**src/rtl/neuromorphic_x1_pkg.sv**
```systemverilog
// Shared types for the NEUROMORPHIC_X1 host sequencer: FSM states, the
// command entry stored in the FIFO, and bank-index sizing helpers.
package neuromorphic_x1_pkg;

    // Field widths of one queued command. These bound the controller's
    // ADDR_W/DATA_W/SEL_W; 4 bank bits cover up to 16 banks.
    localparam int PKG_ADDR_W = 32;
    localparam int PKG_DATA_W = 32;
    localparam int PKG_SEL_W  = 4;
    localparam int PKG_BANK_W = 4;

    typedef enum logic [1:0] {
        IDLE   = 2'd0,
        ACCESS = 2'd1,
        RESP   = 2'd2
    } state_e;

    typedef struct packed {
        logic                  write;
        logic [PKG_BANK_W-1:0] bank;
        logic [PKG_ADDR_W-1:0] addr;
        logic [PKG_DATA_W-1:0] data;
        logic [PKG_SEL_W-1:0]  sel;
    } cmd_t;

    // Width of a bank index; a single bank still gets one bit.
    function automatic int bank_w(input int n);
        return (n > 1) ? $clog2(n) : 1;
    endfunction

endpackage

```
**src/rtl/neuromorphic_x1_cmd_fifo.sv**
```systemverilog
// Synchronous command FIFO with wrap-bit pointers. The head entry is
// visible on rdata whenever the FIFO is non-empty.
module neuromorphic_x1_cmd_fifo #(
    parameter int DEPTH = 4,
    parameter int WIDTH = 8
) (
    input  logic             clk,
    input  logic             rst,
    input  logic             push,
    input  logic [WIDTH-1:0] wdata,
    input  logic             pop,
    output logic [WIDTH-1:0] rdata,
    output logic             full,
    output logic             empty
);

    localparam int PW = $clog2(DEPTH);

    logic [PW:0]      wr_ptr;
    logic [PW:0]      rd_ptr;
    logic [WIDTH-1:0] mem [DEPTH];

    // Equal indices: empty if wrap bits match, full if they differ.
    assign empty = (wr_ptr == rd_ptr);
    assign full  = (wr_ptr[PW] != rd_ptr[PW]) && (wr_ptr[PW-1:0] == rd_ptr[PW-1:0]);
    assign rdata = mem[rd_ptr[PW-1:0]];

    // Pointer update; push and pop are independent so both may happen together.
    always_ff @(posedge clk or posedge rst) begin
        if (rst) begin
            wr_ptr <= '0;
            rd_ptr <= '0;
        end else begin
            if (push && !full) wr_ptr <= wr_ptr + 1'b1;
            if (pop && !empty) rd_ptr <= rd_ptr + 1'b1;
        end
    end

    // Storage write; contents need no reset because empty gates every read.
    always_ff @(posedge clk) begin
        if (push && !full) mem[wr_ptr[PW-1:0]] <= wdata;
    end

endmodule

```
**src/rtl/neuromorphic_x1_ctrl.sv**
```systemverilog
// Host-side sequencer for NEUROMORPHIC_X1 macro banks: queues requests,
// drives one bank's pins until func_ack or timeout, returns a response.
//
// Handshakes: a request transfers on a rising clock edge where
// req_valid && req_ready; a response transfers on an edge where
// rsp_valid && rsp_ready. req_ready never depends on the same-cycle pop.
module neuromorphic_x1_ctrl
    import neuromorphic_x1_pkg::*;
#(
    parameter int NUM_BANKS  = 2,
    parameter int DATA_W     = 32,
    parameter int ADDR_W     = 32,
    parameter int SEL_W      = 4,
    parameter int FIFO_DEPTH = 4,
    parameter int TIMEOUT    = 255
) (
    input  logic                          CLKin,
    input  logic                          RSTin,
    input  logic                          req_valid,
    output logic                          req_ready,
    input  logic                          req_write,
    input  logic [bank_w(NUM_BANKS)-1:0]  req_bank,
    input  logic [ADDR_W-1:0]             req_addr,
    input  logic [DATA_W-1:0]             req_data,
    input  logic [SEL_W-1:0]              req_sel,
    output logic                          rsp_valid,
    input  logic                          rsp_ready,
    output logic [DATA_W-1:0]             rsp_data,
    output logic                          rsp_err,
    output logic [NUM_BANKS-1:0]          m_en,
    output logic                          m_r_wb,
    output logic [ADDR_W-1:0]             m_ad,
    output logic [DATA_W-1:0]             m_di,
    output logic [SEL_W-1:0]              m_sel,
    input  logic [NUM_BANKS*DATA_W-1:0]   m_do,
    input  logic [NUM_BANKS-1:0]          m_ack,
    output logic                          busy,
    output state_e                        dbg_state
);

    localparam int BANK_W = bank_w(NUM_BANKS);
    localparam int CNT_W  = $clog2(TIMEOUT + 1);
    localparam logic [CNT_W-1:0] CNT_LAST = CNT_W'(TIMEOUT - 1);
    localparam logic [CNT_W-1:0] CNT_MAX  = CNT_W'(TIMEOUT);

    cmd_t                  cmd_in;
    cmd_t                  head;
    logic                  fifo_full;
    logic                  fifo_empty;
    logic                  push;
    logic                  pop;
    logic [BANK_W:0]       bank_ext;
    logic [NUM_BANKS-1:0]  en_next;
    logic                  sel_ack;
    logic [DATA_W-1:0]     sel_do;
    state_e                state;
    logic [CNT_W-1:0]      cnt;
    logic [PKG_BANK_W-1:0] bank_q;
    logic                  write_q;

    // Out-of-range bank numbers fold back onto an existing bank.
    assign bank_ext = {1'b0, req_bank} % (BANK_W + 1)'(NUM_BANKS);

    // Pack the host request into a FIFO entry.
    always_comb begin
        cmd_in       = '0;
        cmd_in.write = req_write;
        cmd_in.bank  = PKG_BANK_W'(bank_ext);
        cmd_in.addr  = PKG_ADDR_W'(req_addr);
        cmd_in.data  = PKG_DATA_W'(req_data);
        cmd_in.sel   = PKG_SEL_W'(req_sel);
    end

    assign req_ready = !fifo_full;
    assign push      = req_valid && !fifo_full;
    assign pop       = (state == IDLE) && !fifo_empty;
    assign busy      = (state != IDLE) || !fifo_empty;
    assign dbg_state = state;

    neuromorphic_x1_cmd_fifo #(
        .DEPTH (FIFO_DEPTH),
        .WIDTH ($bits(cmd_t))
    ) u_fifo (
        .clk   (CLKin),
        .rst   (RSTin),
        .push  (push),
        .wdata (cmd_in),
        .pop   (pop),
        .rdata (head),
        .full  (fifo_full),
        .empty (fifo_empty)
    );

    // One-hot enable for the head entry and ack/DO mux for the active bank.
    always_comb begin
        en_next = '0;
        sel_ack = 1'b0;
        sel_do  = '0;
        for (int b = 0; b < NUM_BANKS; b++) begin
            en_next[b] = (PKG_BANK_W'(b) == head.bank);
            if (PKG_BANK_W'(b) == bank_q) begin
                sel_ack = m_ack[b];
                sel_do  = m_do[b*DATA_W +: DATA_W];
            end
        end
    end

    // Sequencer: pop into the pin registers, wait for ack or timeout, respond.
    always_ff @(posedge CLKin or posedge RSTin) begin
        if (RSTin) begin
            state     <= IDLE;
            cnt       <= '0;
            bank_q    <= '0;
            write_q   <= 1'b0;
            rsp_valid <= 1'b0;
            rsp_data  <= '0;
            rsp_err   <= 1'b0;
            m_en      <= '0;
            m_r_wb    <= 1'b0;
            m_ad      <= '0;
            m_di      <= '0;
            m_sel     <= '0;
        end else begin
            case (state)
                IDLE: begin
                    if (!fifo_empty) begin
                        bank_q  <= head.bank;
                        write_q <= head.write;
                        cnt     <= '0;
                        m_en    <= en_next;
                        m_r_wb  <= !head.write;
                        m_ad    <= ADDR_W'(head.addr);
                        m_di    <= DATA_W'(head.data);
                        m_sel   <= SEL_W'(head.sel);
                        state   <= ACCESS;
                    end
                end
                ACCESS: begin
                    // An ack in the last allowed cycle still counts as success.
                    if (sel_ack) begin
                        rsp_data  <= write_q ? '0 : sel_do;
                        rsp_err   <= 1'b0;
                        rsp_valid <= 1'b1;
                        m_en      <= '0;
                        state     <= RESP;
                    end else if (cnt == CNT_LAST) begin
                        rsp_data  <= '0;
                        rsp_err   <= 1'b1;
                        rsp_valid <= 1'b1;
                        m_en      <= '0;
                        state     <= RESP;
                    end else if (cnt != CNT_MAX) begin
                        cnt <= cnt + 1'b1;
                    end
                end
                RESP: begin
                    if (rsp_ready) begin
                        rsp_valid <= 1'b0;
                        state     <= IDLE;
                    end
                end
                default: state <= IDLE;
            endcase
        end
    end

endmodule

```
**config.mk**
```make
export PLATFORM = sky130hd
export DESIGN_NAME = neuromorphic_x1_ctrl
export DESIGN_NICKNAME = d
export VERILOG_FILES = /design/src/rtl/neuromorphic_x1_pkg.sv /design/src/rtl/neuromorphic_x1_cmd_fifo.sv /design/src/rtl/neuromorphic_x1_ctrl.sv
export SDC_FILE = /design/constraint.sdc
export NUM_CORES = 1
export LEC_CHECK = 0
export BUFFER_PORTS_ARGS = -buffer_cell sky130_fd_sc_hd__buf_2
export CELL_PAD_IN_SITES_DETAIL_PLACEMENT = 1
export CELL_PAD_IN_SITES_GLOBAL_PLACEMENT = 1
export CORE_MARGIN = 3
export CORE_UTILIZATION = 33
export CTS_CLUSTER_SIZE = 28
export DETAILED_ROUTE_END_ITERATION = 10
export GPL_TIMING_DRIVEN = 1
export HOLD_SLACK_MARGIN = 0.08
export PLACE_DENSITY = 0.67
export SYNTH_ARGS = -nofsm -noshare
export SYNTH_HDL_FRONTEND = slang
export SYNTH_SLANG_ARGS = --single-unit
```
**constraint.sdc**
```tcl
create_clock -name CLKin -period 5.6 [get_ports CLKin]
set_input_delay 1.12 -clock CLKin [delete_from_list [all_inputs] [get_ports CLKin]]
set_output_delay 1.12 -clock CLKin [all_outputs]
set_load 0.02 [all_outputs]
```
==> run_results.csv, run 1 <==
group,metric,value,unit
sta,slew_violations,0,
yosys,postSynth.asyncResetShare,30.52,%
sta,fin_tns_setup,0,ns
critical_path,critical_path_class,"register to register",
critical_path,cp.required,5.81,ns
worst_hold_path,hold_class,"register to register",
yosys,synth_top_area_share,54.71,%
yosys,synth_edf_count,280,
final_layout,stdcell_count,1646,
critical_path,cp-end-kind,"register",
global_route,grt_usage,13.86,%
final_layout,drive_gt1_share,39.71,%
yosys,synthFlopType,"edfxtp_1",
drt,drt-total-wl,34200,um
place,dpl.cell_count,1564,
power,ir_worst_vdd,0.3540,mV
global_route,grt_overflow_total,0,
yosys,synth_cell_types,45,
drt,drt_iter0_drc,412,
power,p_per_area,595.5,nW/um^2
power,power_leakage,7.109,nW
sta,setup_viol,0,
final_layout,fin_nets,1157,
yosys,ys_ff_latch,403,
floorplanning,rows,78,
status,status,"finished clean",
clock_network,cts_sinks,403,
global_route,grt_pass1_wl,52830,um
clock_network,cts_buffers,44,
critical_path,r2r_slack,2.11,ns
floorplanning,pin_count,249,
critical_path,rr_endpoint,"u_fifo.mem[3][38]",
critical_path,critPathCapture,"u_fifo.mem[3][38]",
sta,worstMarginPinSlew,1.134,ns
critical_path,startpoint,"u_fifo.rd_ptr[0]",
floorplanning,initial_core_util,33.65,%
yosys,synth-seq-area-share,74.73,%
clock_network,clkTransAtPathRegs,0.06,ns
yosys,ys_warn_count,0,
drt,vias,7903,
sta,hold_viol_final,0,
place,place_congestion,0.7874,
drt,first_pass_iters,5,
floorplanning,die_height,221.8,um
clock_network,htreeDepth,2,
critical_path,crit_fanout,45,
clock_network,clock_latency,0.56,ns
power,p_clk_share,27.1,%
yosys,yosys.area.top_type,"edfxtp_1",
worst_hold_path,worstHoldStart,"rsp_data[5]",
yosys,syn-cell-area,15370,um^2
global_route,first_global_vias,8612,
place,io_buffers,248,
flow_run,cap_viol_max_count,0,
power,swShare,32.42,%
clock_network,cts_tree,"done",
power,pwr-share-seq,41.8,%
floorplanning,die_x,221.8,um
sta,finalClockSkew,0.02019,ns
critical_path,worstRegToRegCells,4,
yosys,synthesis.nets,894,
global_route,antenna_found_initial,7,
power,fin_total_pwr,11.16,mW
power,p_comb_share,31.1,%
yosys,synthTopCellsByArea,"edfxtp_1 55%, dfrtp_1 20%, mux4_2 10%",
critical_path,rr_startpoint,"u_fifo.rd_ptr[0]",
drt,ant_nets,0,
critical_path,cp.arrival,3.70,ns
clock_network,ctsResizeCount,0,
final_layout,area_delta_synth_final,21.92,%
clock_network,clk_path_buf_depth,3,
global_route,grt_max_degree,89,
sta,fmax,286.7,MHz
drt,wl_per_cell,20.78,um
floorplanning,dieArea,49200,um^2
sta,rsz0062_at_grt,"no",
sta,fin_crit,3.488,ns
sta,fin_crit_sh,62.29,%
drt,drc_errors,0,
worst_hold_path,hold_depth,1,
power,p_int,7.542,mW
power,p_sw,3.619,mW
floorplanning,coreArea,45670,um^2
clock_network,cts_setup_buffers,0,
sta,whs,0.4792,ns
yosys,syn_avg_cell_area,20.58,um^2
clock_network,cts_root_buf,"clkbuf_16",
yosys,syn_inst,747,
drt,viasPerCell,4.801,
critical_path,crit_path_start_kind,"register",
place,place_hpwl,21620,um
final_layout,post-route-util,41.03,%
clock_network,cts_hold_buf,0,
sta,relSlewSlack,24.42,%
routing by layer:
layer  vias up  wire length (um)  track usage [%]
li1       3532                 -                -
met1      4052             14390            18.07
met2       251             16530            22.75
met3        58              2455            3.840
met4        10               774            4.169
met5         -                57                0
cell families after synthesis:
kind of cell / count (synthesis) / share of synthesized area, %
compound gates: 60 / 3.297
xor+xnor: 8 / 0.5536
fa+ha+maj: 7 / 0.5698
buf+inv: 46 / 1.661
flops: 403 / 74.73
mux: 172 / 17.49
simple gates: 51 / 1.701
through the flow:
stage / worst slack (ns) / area (um^2)
finish: 2.112 / 18740
global route: 1.738 / 18740
CTS: 1.946 / 18740
detailed placement: 1.980 / 17220
global placement: 2.031 / 17220
floorplan: 1.209 / 15370
critical path, stage by stage (launching register included):
cell and delay (ns):
dfrtp_4 1.03, xnor2_2 0.25, a31oi_1 0.58, and2_4 0.74, buf_4 0.48
registers in the layout, indices dropped and copies added, names as in the netlist, 3 cells and up:
name / cells
u_fifo.mem: 280
m_ad: 32
m_di: 32
rsp_data: 32
cnt: 8
m_sel: 4
u_fifo.rd_ptr: 3
u_fifo.wr_ptr: 3
worst min-delay path by stage:
stage,to,slack (ns)
global placement,m_di[26],0.47
global route,m_ad[30],0.49
finish,rsp_data[5],0.48
detailed placement,rsp_data[5],0.47
CTS,m_ad[30],0.49
floorplan,write_q,0.44
final cells by class:
| cell class | count | area (um^2) |
|---|---|---|
| Inverter | 8 | 35.03 |
| Antenna cell | 1 | 2.502 |
| Multi-Input combinational cell | 298 | 3650 |
| Fill cell | 4470 | 26930 |
| Tap cell | 600 | 750.7 |
| Timing Repair Buffer | 255 | 1294 |
| Clock buffer | 60 | 1191 |
| Sequential cell | 403 | 11490 |
| Clock inverter | 21 | 321.6 |
Yosys cell counts, types with 7 or more instances:
cell type,count
o2bb2ai_1,32
buf_2,12
dfrtp_1,123
inv_1,8
a21o_1,7
mux2i_1,32
nand3_1,11
edfxtp_1,280
mux2_1,57
clkbuf_1,14
nand2_1,12
nor2_1,7
ha_1,7
mux4_2,70
mux2_2,12
placed cells by master (no fill, tap or decap), drive strengths merged, types with 6 or more instances in the layout:
cell / n
edfxtp: 280
buf: 255
dfrtp: 123
mux4: 70
mux2: 69
clkbuf: 60
mux2i: 33
o2bb2ai: 32
nand2: 12
nand3: 11
clkinv: 10
inv: 9
bufinv: 8
nor2: 7
a21o: 7
ha: 7
and2: 6
power by group through the flow:
stage | Sequential, mW | Clock (mW) | Combinational, mW
after global routing | 4.79 | 3.23 | 3.81
after CTS | 4.70 | 3.11 | 3.59
after global placement | 4.72 | 0 | 3.52
final | 4.66 | 3.02 | 3.47
after floorplan | 4.95 | 0 | 2.21
after detailed placement | 4.76 | 0 | 3.58
Power figures use the tool's default switching activity.
==> run 2, diff against run 1 <==
==> constraint.sdc (replaced) <==
create_clock -name CLKin -period 3.24 [get_ports CLKin]
set_input_delay 0.648 -clock CLKin [delete_from_list [all_inputs] [get_ports CLKin]]
set_output_delay 0.648 -clock CLKin [all_outputs]
set_load 0.02 [all_outputs]
==> run 2 against run 1 <==
Clock power up 65%. First-iteration DRC count rose by 0.97%. Critical path depth is 1 lower. Sequential cell count is the same. Register-to-register slack worse by 1.3 ns. Cell area increased by 1.1%. Hold slack got worse by 0.35 ns. Total power rose by 73%. Critical path type is now register to output pin. Critical endpoint is now busy. Largest cell class unchanged.
==> run_results.csv, run 2 (synthesized netlist as in run 1, its figures left out) <==
group,metric,value,unit
clock_network,cts_hold_buf,0,
global_route,antenna_found_initial,12,
global_route,grt_overflow_total,0,
drt,wl_per_cell,21.96,um
sta,finalClockSkew,0.02207,ns
final_layout,stdcell_count,1661,
floorplanning,die_height,221.8,um
clock_network,htreeDepth,2,
drt,vias,8081,
power,ir_worst_vdd,0.5602,mV
global_route,grt_pass1_wl,56160,um
sta,rsz0062_at_grt,"no",
sta,fmax,387.1,MHz
place,place_congestion,0.7870,
power,p_sw,6.438,mW
critical_path,rr_endpoint,"u_fifo.mem[3][38]",
sta,relSlewSlack,26.87,%
clock_network,clock_latency,0.56,ns
critical_path,cp.required,2.59,ns
power,fin_total_pwr,19.35,mW
drt,drt_iter0_drc,416,
clock_network,ctsResizeCount,0,
clock_network,cts_tree,"done",
power,p_clk_share,25.7,%
critical_path,cp.arrival,1.94,ns
power,pwr-share-seq,40.7,%
place,place_hpwl,24040,um
critical_path,critPathBufInv,1,
critical_path,r2r_slack,0.83,ns
drt,viasPerCell,4.865,
power,swShare,33.27,%
sta,whs,0.1267,ns
critical_path,worstRegToRegCells,4,
clock_network,cts_buffers,44,
drt,drt-total-wl,36470,um
critical_path,crit_fanout,4,
final_layout,fin_nets,1172,
critical_path,crit_family,"XOR/XNOR gates",
global_route,grt_max_degree,73,
final_layout,area_delta_synth_final,23.21,%
floorplanning,initial_core_util,33.65,%
sta,worstMarginPinSlew,1.097,ns
floorplanning,pin_count,249,
clock_network,cts_root_buf,"clkbuf_16",
clock_network,clkTransAtPathRegs,0.06,ns
worst_hold_path,hold_class,"primary input to asynchronous set/reset pin",
critical_path,crit_path_start_kind,"register",
global_route,grt_usage,14.79,%
final_layout,final_common_cell,"edfxtp_1",
global_route,first_global_vias,8951,
power,p_per_area,1022,nW/um^2
clock_network,cts_setup_buffers,0,
sta,setup_slack,0.6565,ns
power,power_leakage,7.203,nW
floorplanning,rows,78,
drt,ant_nets,0,
sta,setup_viol,0,
flow_run,cap_viol_max_count,0,
critical_path,slowest_stage,"xnor2_1",
sta,fin_tns_setup,0,ns
place,dpl_worst_slack,0.7836,ns
final_layout,largest_reg_flops,280,
power,p_int,12.91,mW
sta,fin_crit,2.583,ns
critical_path,critical_path_class,"register to output pin",
power,p_comb_share,33.6,%
place,place_area,17460,um^2
floorplanning,coreArea,45670,um^2
floorplanning,dieArea,49200,um^2
place,io_buffers,248,
critical_path,critPathMaxStageDelay,0.43,ns
final_layout,nFillCells,4496,
final_layout,design_area,18940,um^2
sta,hold_viol_final,0,
clock_network,clk_path_buf_depth,3,
status,status,"finished clean",
drt,first_pass_iters,4,
floorplanning,die_x,221.8,um
final_layout,layout_common_cells,"280 x edfxtp_1, 248 x buf_2, 120 x dfrtp_1",
final_layout,drive_gt1_share,41.04,%
sta,fin_crit_sh,79.74,%
place,dpl.cell_count,1579,
critical_path,cp-end-kind,"output pin",
critical_path,rr_startpoint,"u_fifo.rd_ptr[0]",
final_layout,post-route-util,41.46,%
clock_network,cts_sinks,403,
drt,drc_errors,0,
critical_path,crit_chain,"xnor2_1, nand4_1, buf_2",
sta,slew_violations,0,
[run 2: cell count changes in the layout (fill, tap and decap cells not counted)]
cell        previous run  this run
clkbuf_1              13         7
clkbuf_8               3         9
clkinv_1               3         4
clkbuf_16             44        45
inv_6                  2         1
buf_12                 0        10
clkinvlp_4             2         3
buf_4                  7        12
bufinv_16              8         2
clkinv_16              0         1
clkinv_2               6         7
clkinv_4               0         2
[run 2: area by class of cell]
type / instances / area, um^2 / area share (%)
clock buffers: 61 / 1276 / 6.739
well taps: 600 / 750.7 / 3.964
diodes: 1 / 2.502 / 0.01321
multi-input cells: 298 / 3650 / 19.27
inverters: 8 / 33.78 / 0.1784
repair buffers: 270 / 1531 / 8.087
clock inverters: 20 / 197.7 / 1.044
flip-flops and latches: 403 / 11490 / 60.70
[run 2: metal layers]
metal / GRT usage (%) / routed length, um
met1: 19.51 / 15320
met3: 5.084 / 2866
met2: 23.95 / 17610
met5: 0 / 119
met4: 3.055 / 561
[run 2: worst max path at each step]
stage	start	endpoint	slack, ns	depth (start not counted)
3_3_place_gp	req_valid	u_fifo.mem[3][43]	0.85	5
5_1_grt	u_fifo.rd_ptr[2]	busy	0.45	3
6_report	u_fifo.rd_ptr[2]	busy	0.66	3
2_1_floorplan	u_fifo.rd_ptr[0]	u_fifo.mem[2][0]	0.01	4
3_5_place_dp	req_valid	u_fifo.mem[3][38]	0.78	5
4_1_cts	u_fifo.rd_ptr[2]	busy	0.56	3
[run 2: power groups by stage]
stage / sequential, mW / combinational, mW / clock (mW)
5_1_grt: 8.04 / 7.09 / 5.37
2_1_floorplan: 8.55 / 3.82 / 0
6_report: 7.87 / 6.50 / 4.98
3_3_place_gp: 7.92 / 6.56 / 0
3_5_place_dp: 7.99 / 6.67 / 0
4_1_cts: 7.91 / 6.69 / 5.12
==> run 3, diff against run 2 <==
==> constraint.sdc (replaced) <==
create_clock -name CLKin -period 2.7 [get_ports CLKin]
set_input_delay 0.54 -clock CLKin [delete_from_list [all_inputs] [get_ports CLKin]]
set_output_delay 0.54 -clock CLKin [all_outputs]
set_load 0.02 [all_outputs]
==> run 3 against run 2 <==
Via count fell by 0.12%. Worst setup slack got worse by 0.41 ns. Sequential power rose by 19%. Clock skew fell by 0.0079 ns. Cell area rose by 0.18%. First-iteration DRC count fell by 1.9%. Cell count barely moved. Combinational power rose by 21%. Global-route usage fell by 0.34 points. Sequential share of layout area fell by 0.11 points. Wire length fell by 2.4%. Non-clock buffer count did not move. Largest power group unchanged.
==> run_results.csv, run 3 (synthesized netlist as in run 1, its figures left out) <==
group,metric,value,unit
drt,ant_nets,0,
global_route,antenna_found_initial,7,
critical_path,cp-end-kind,"output pin",
flow_run,cap_viol_max_count,0,
critical_path,crit_fanout,6,
floorplanning,die_x,221.8,um
critical_path,slowest_stage,"dfrtp_4",
drt,viasPerCell,4.856,
global_route,first_global_vias,8871,
sta,fin_crit,2.456,ns
drt,wl_per_cell,21.41,um
power,p_clk_share,26.1,%
sta,relSlewSlack,56.01,%
floorplanning,pin_count,249,
drt,drt_iter0_drc,408,
sta,rsz0062_at_grt,"no",
floorplanning,die_height,221.8,um
clock_network,cts_sinks,403,
drt,drt-total-wl,35590,um
critical_path,critical_path_class,"register to output pin",
clock_network,ctsResizeCount,0,
power,ir_worst_vdd,0.7113,mV
sta,slew_violations,0,
final_layout,layout_common_cells,"280 x edfxtp_1, 248 x buf_2, 120 x dfrtp_1",
final_layout,area_delta_synth_final,23.43,%
critical_path,critPathMaxStageDelay,0.50,ns
floorplanning,rows,78,
final_layout,post-route-util,41.54,%
power,p_sw,7.668,mW
final_layout,largest_reg_flops,280,
critical_path,crit_chain,"xnor2_2, nand4_1, buf_2",
clock_network,clock_latency,0.56,ns
power,pwr-share-seq,40.3,%
global_route,grt_max_degree,73,
sta,setup_viol,0,
drt,vias,8071,
critical_path,cp.arrival,1.92,ns
clock_network,cts_root_buf,"clkbuf_16",
power,power_leakage,7.211,nW
final_layout,fin_nets,1172,
clock_network,clk_path_buf_depth,3,
clock_network,cts_tree,"done",
clock_network,clkTransAtPathRegs,0.06,ns
sta,fin_tns_setup,0,ns
place,dpl.cell_count,1578,
global_route,grt_usage,14.45,%
place,place_hpwl,21950,um
drt,first_pass_iters,4,
power,p_per_area,1228,nW/um^2
floorplanning,initial_core_util,33.65,%
worst_hold_path,hold_class,"primary input to register",
sta,hold_viol_final,0,
place,io_buffers,248,
floorplanning,coreArea,45670,um^2
status,status,"finished clean",
final_layout,drive_gt1_share,40.53,%
power,p_int,15.63,mW
sta,finalClockSkew,0.01414,ns
sta,fmax,407.2,MHz
critical_path,crit_path_start_kind,"register",
clock_network,htreeDepth,2,
global_route,grt_pass1_wl,54840,um
power,p_comb_share,33.6,%
final_layout,final_common_cell,"edfxtp_1",
global_route,grt_overflow_total,0,
final_layout,stdcell_count,1662,
floorplanning,dieArea,49200,um^2
place,place_congestion,0.7853,
drt,drc_errors,0,
sta,worstMarginPinSlew,0.6598,ns
sta,fin_crit_sh,90.95,%
critical_path,cp.required,2.16,ns
power,swShare,32.91,%
sta,whs,0.1907,ns
clock_network,cts_buffers,44,
## run 3: timing repair
action / in CTS / in global routing
setup buffers: 0 / 0
hold endpoints to repair: 16 / 0
hold buffers: 1 / 0
## run 3: stage by stage
stage / setup slack (ns) / total power, mW / cell area [um^2]
finish: 0.2443 / 23.30 / 18970
global route: 0.1253 / 24.67 / 18970
CTS: 0.1758 / 23.77 / 18970
detailed placement: 0.5697 / 17.59 / 17490
global placement: 0.5725 / 17.36 / 17490
floorplan: 0.2080 / 14.81 / 15380
## run 3: layout make-up
class / count / area, um^2
clock buffers: 60 / 1222
clock inverters: 22 / 245.2
well taps: 600 / 750.7
flip-flops and latches: 403 / 11490
multi-input cells: 298 / 3650
repair buffers: 270 / 1572
fillers: 4503 / 26700
diodes: 1 / 2.502
inverters: 8 / 33.78
## run 3: worst paths after layout
check	cells past startpoint	slack, ns	end	start
setup / recovery	3	0.24	busy	u_fifo.rd_ptr[1]
setup reg to reg	5	0.58	u_fifo.mem[0][5]	u_fifo.rd_ptr[1]
hold reg to reg	1	0.48	m_di[1]	m_di[1]
min in group asynchronous	3	0.57	rsp_data[7]	RSTin
max in group asynchronous	4	1.41	bank_q[0]	RSTin
hold / removal	1	0.19	u_fifo.mem[0][16]	req_data[12]
## run 3: layer usage
| layer | part of all wire (%) | track usage (%) | up-vias | wire length (um) |
|---|---|---|---|---|
| met2 | 48 | 24.11 | 257 | 17170 |
| met4 | 1.9 | 4.025 | 8 | 679 |
| li1 | - | - | 3549 | - |
| met5 | 0.16 | 0 | - | 57 |
| met1 | 43 | 18.50 | 4201 | 15130 |
| met3 | 7.2 | 4.237 | 56 | 2548 |
## run 3: worst max-delay path: cells and delay by family (launching register included)
family        cells  cell delay (ns)
xor+xnor          1             0.35
buf+inv           1             0.25
flops             1             0.50
simple gates      1             0.26
## run 3: power groups by stage
stage / Combinational (mW) / Sequential, mW / Clock (mW)
after floorplan: 4.59 / 10.2 / 0
after global placement: 7.91 / 9.46 / 0
after detailed placement: 8.06 / 9.53 / 0
after CTS: 8.07 / 9.43 / 6.28
after global routing: 8.55 / 9.60 / 6.52
final: 7.84 / 9.39 / 6.07
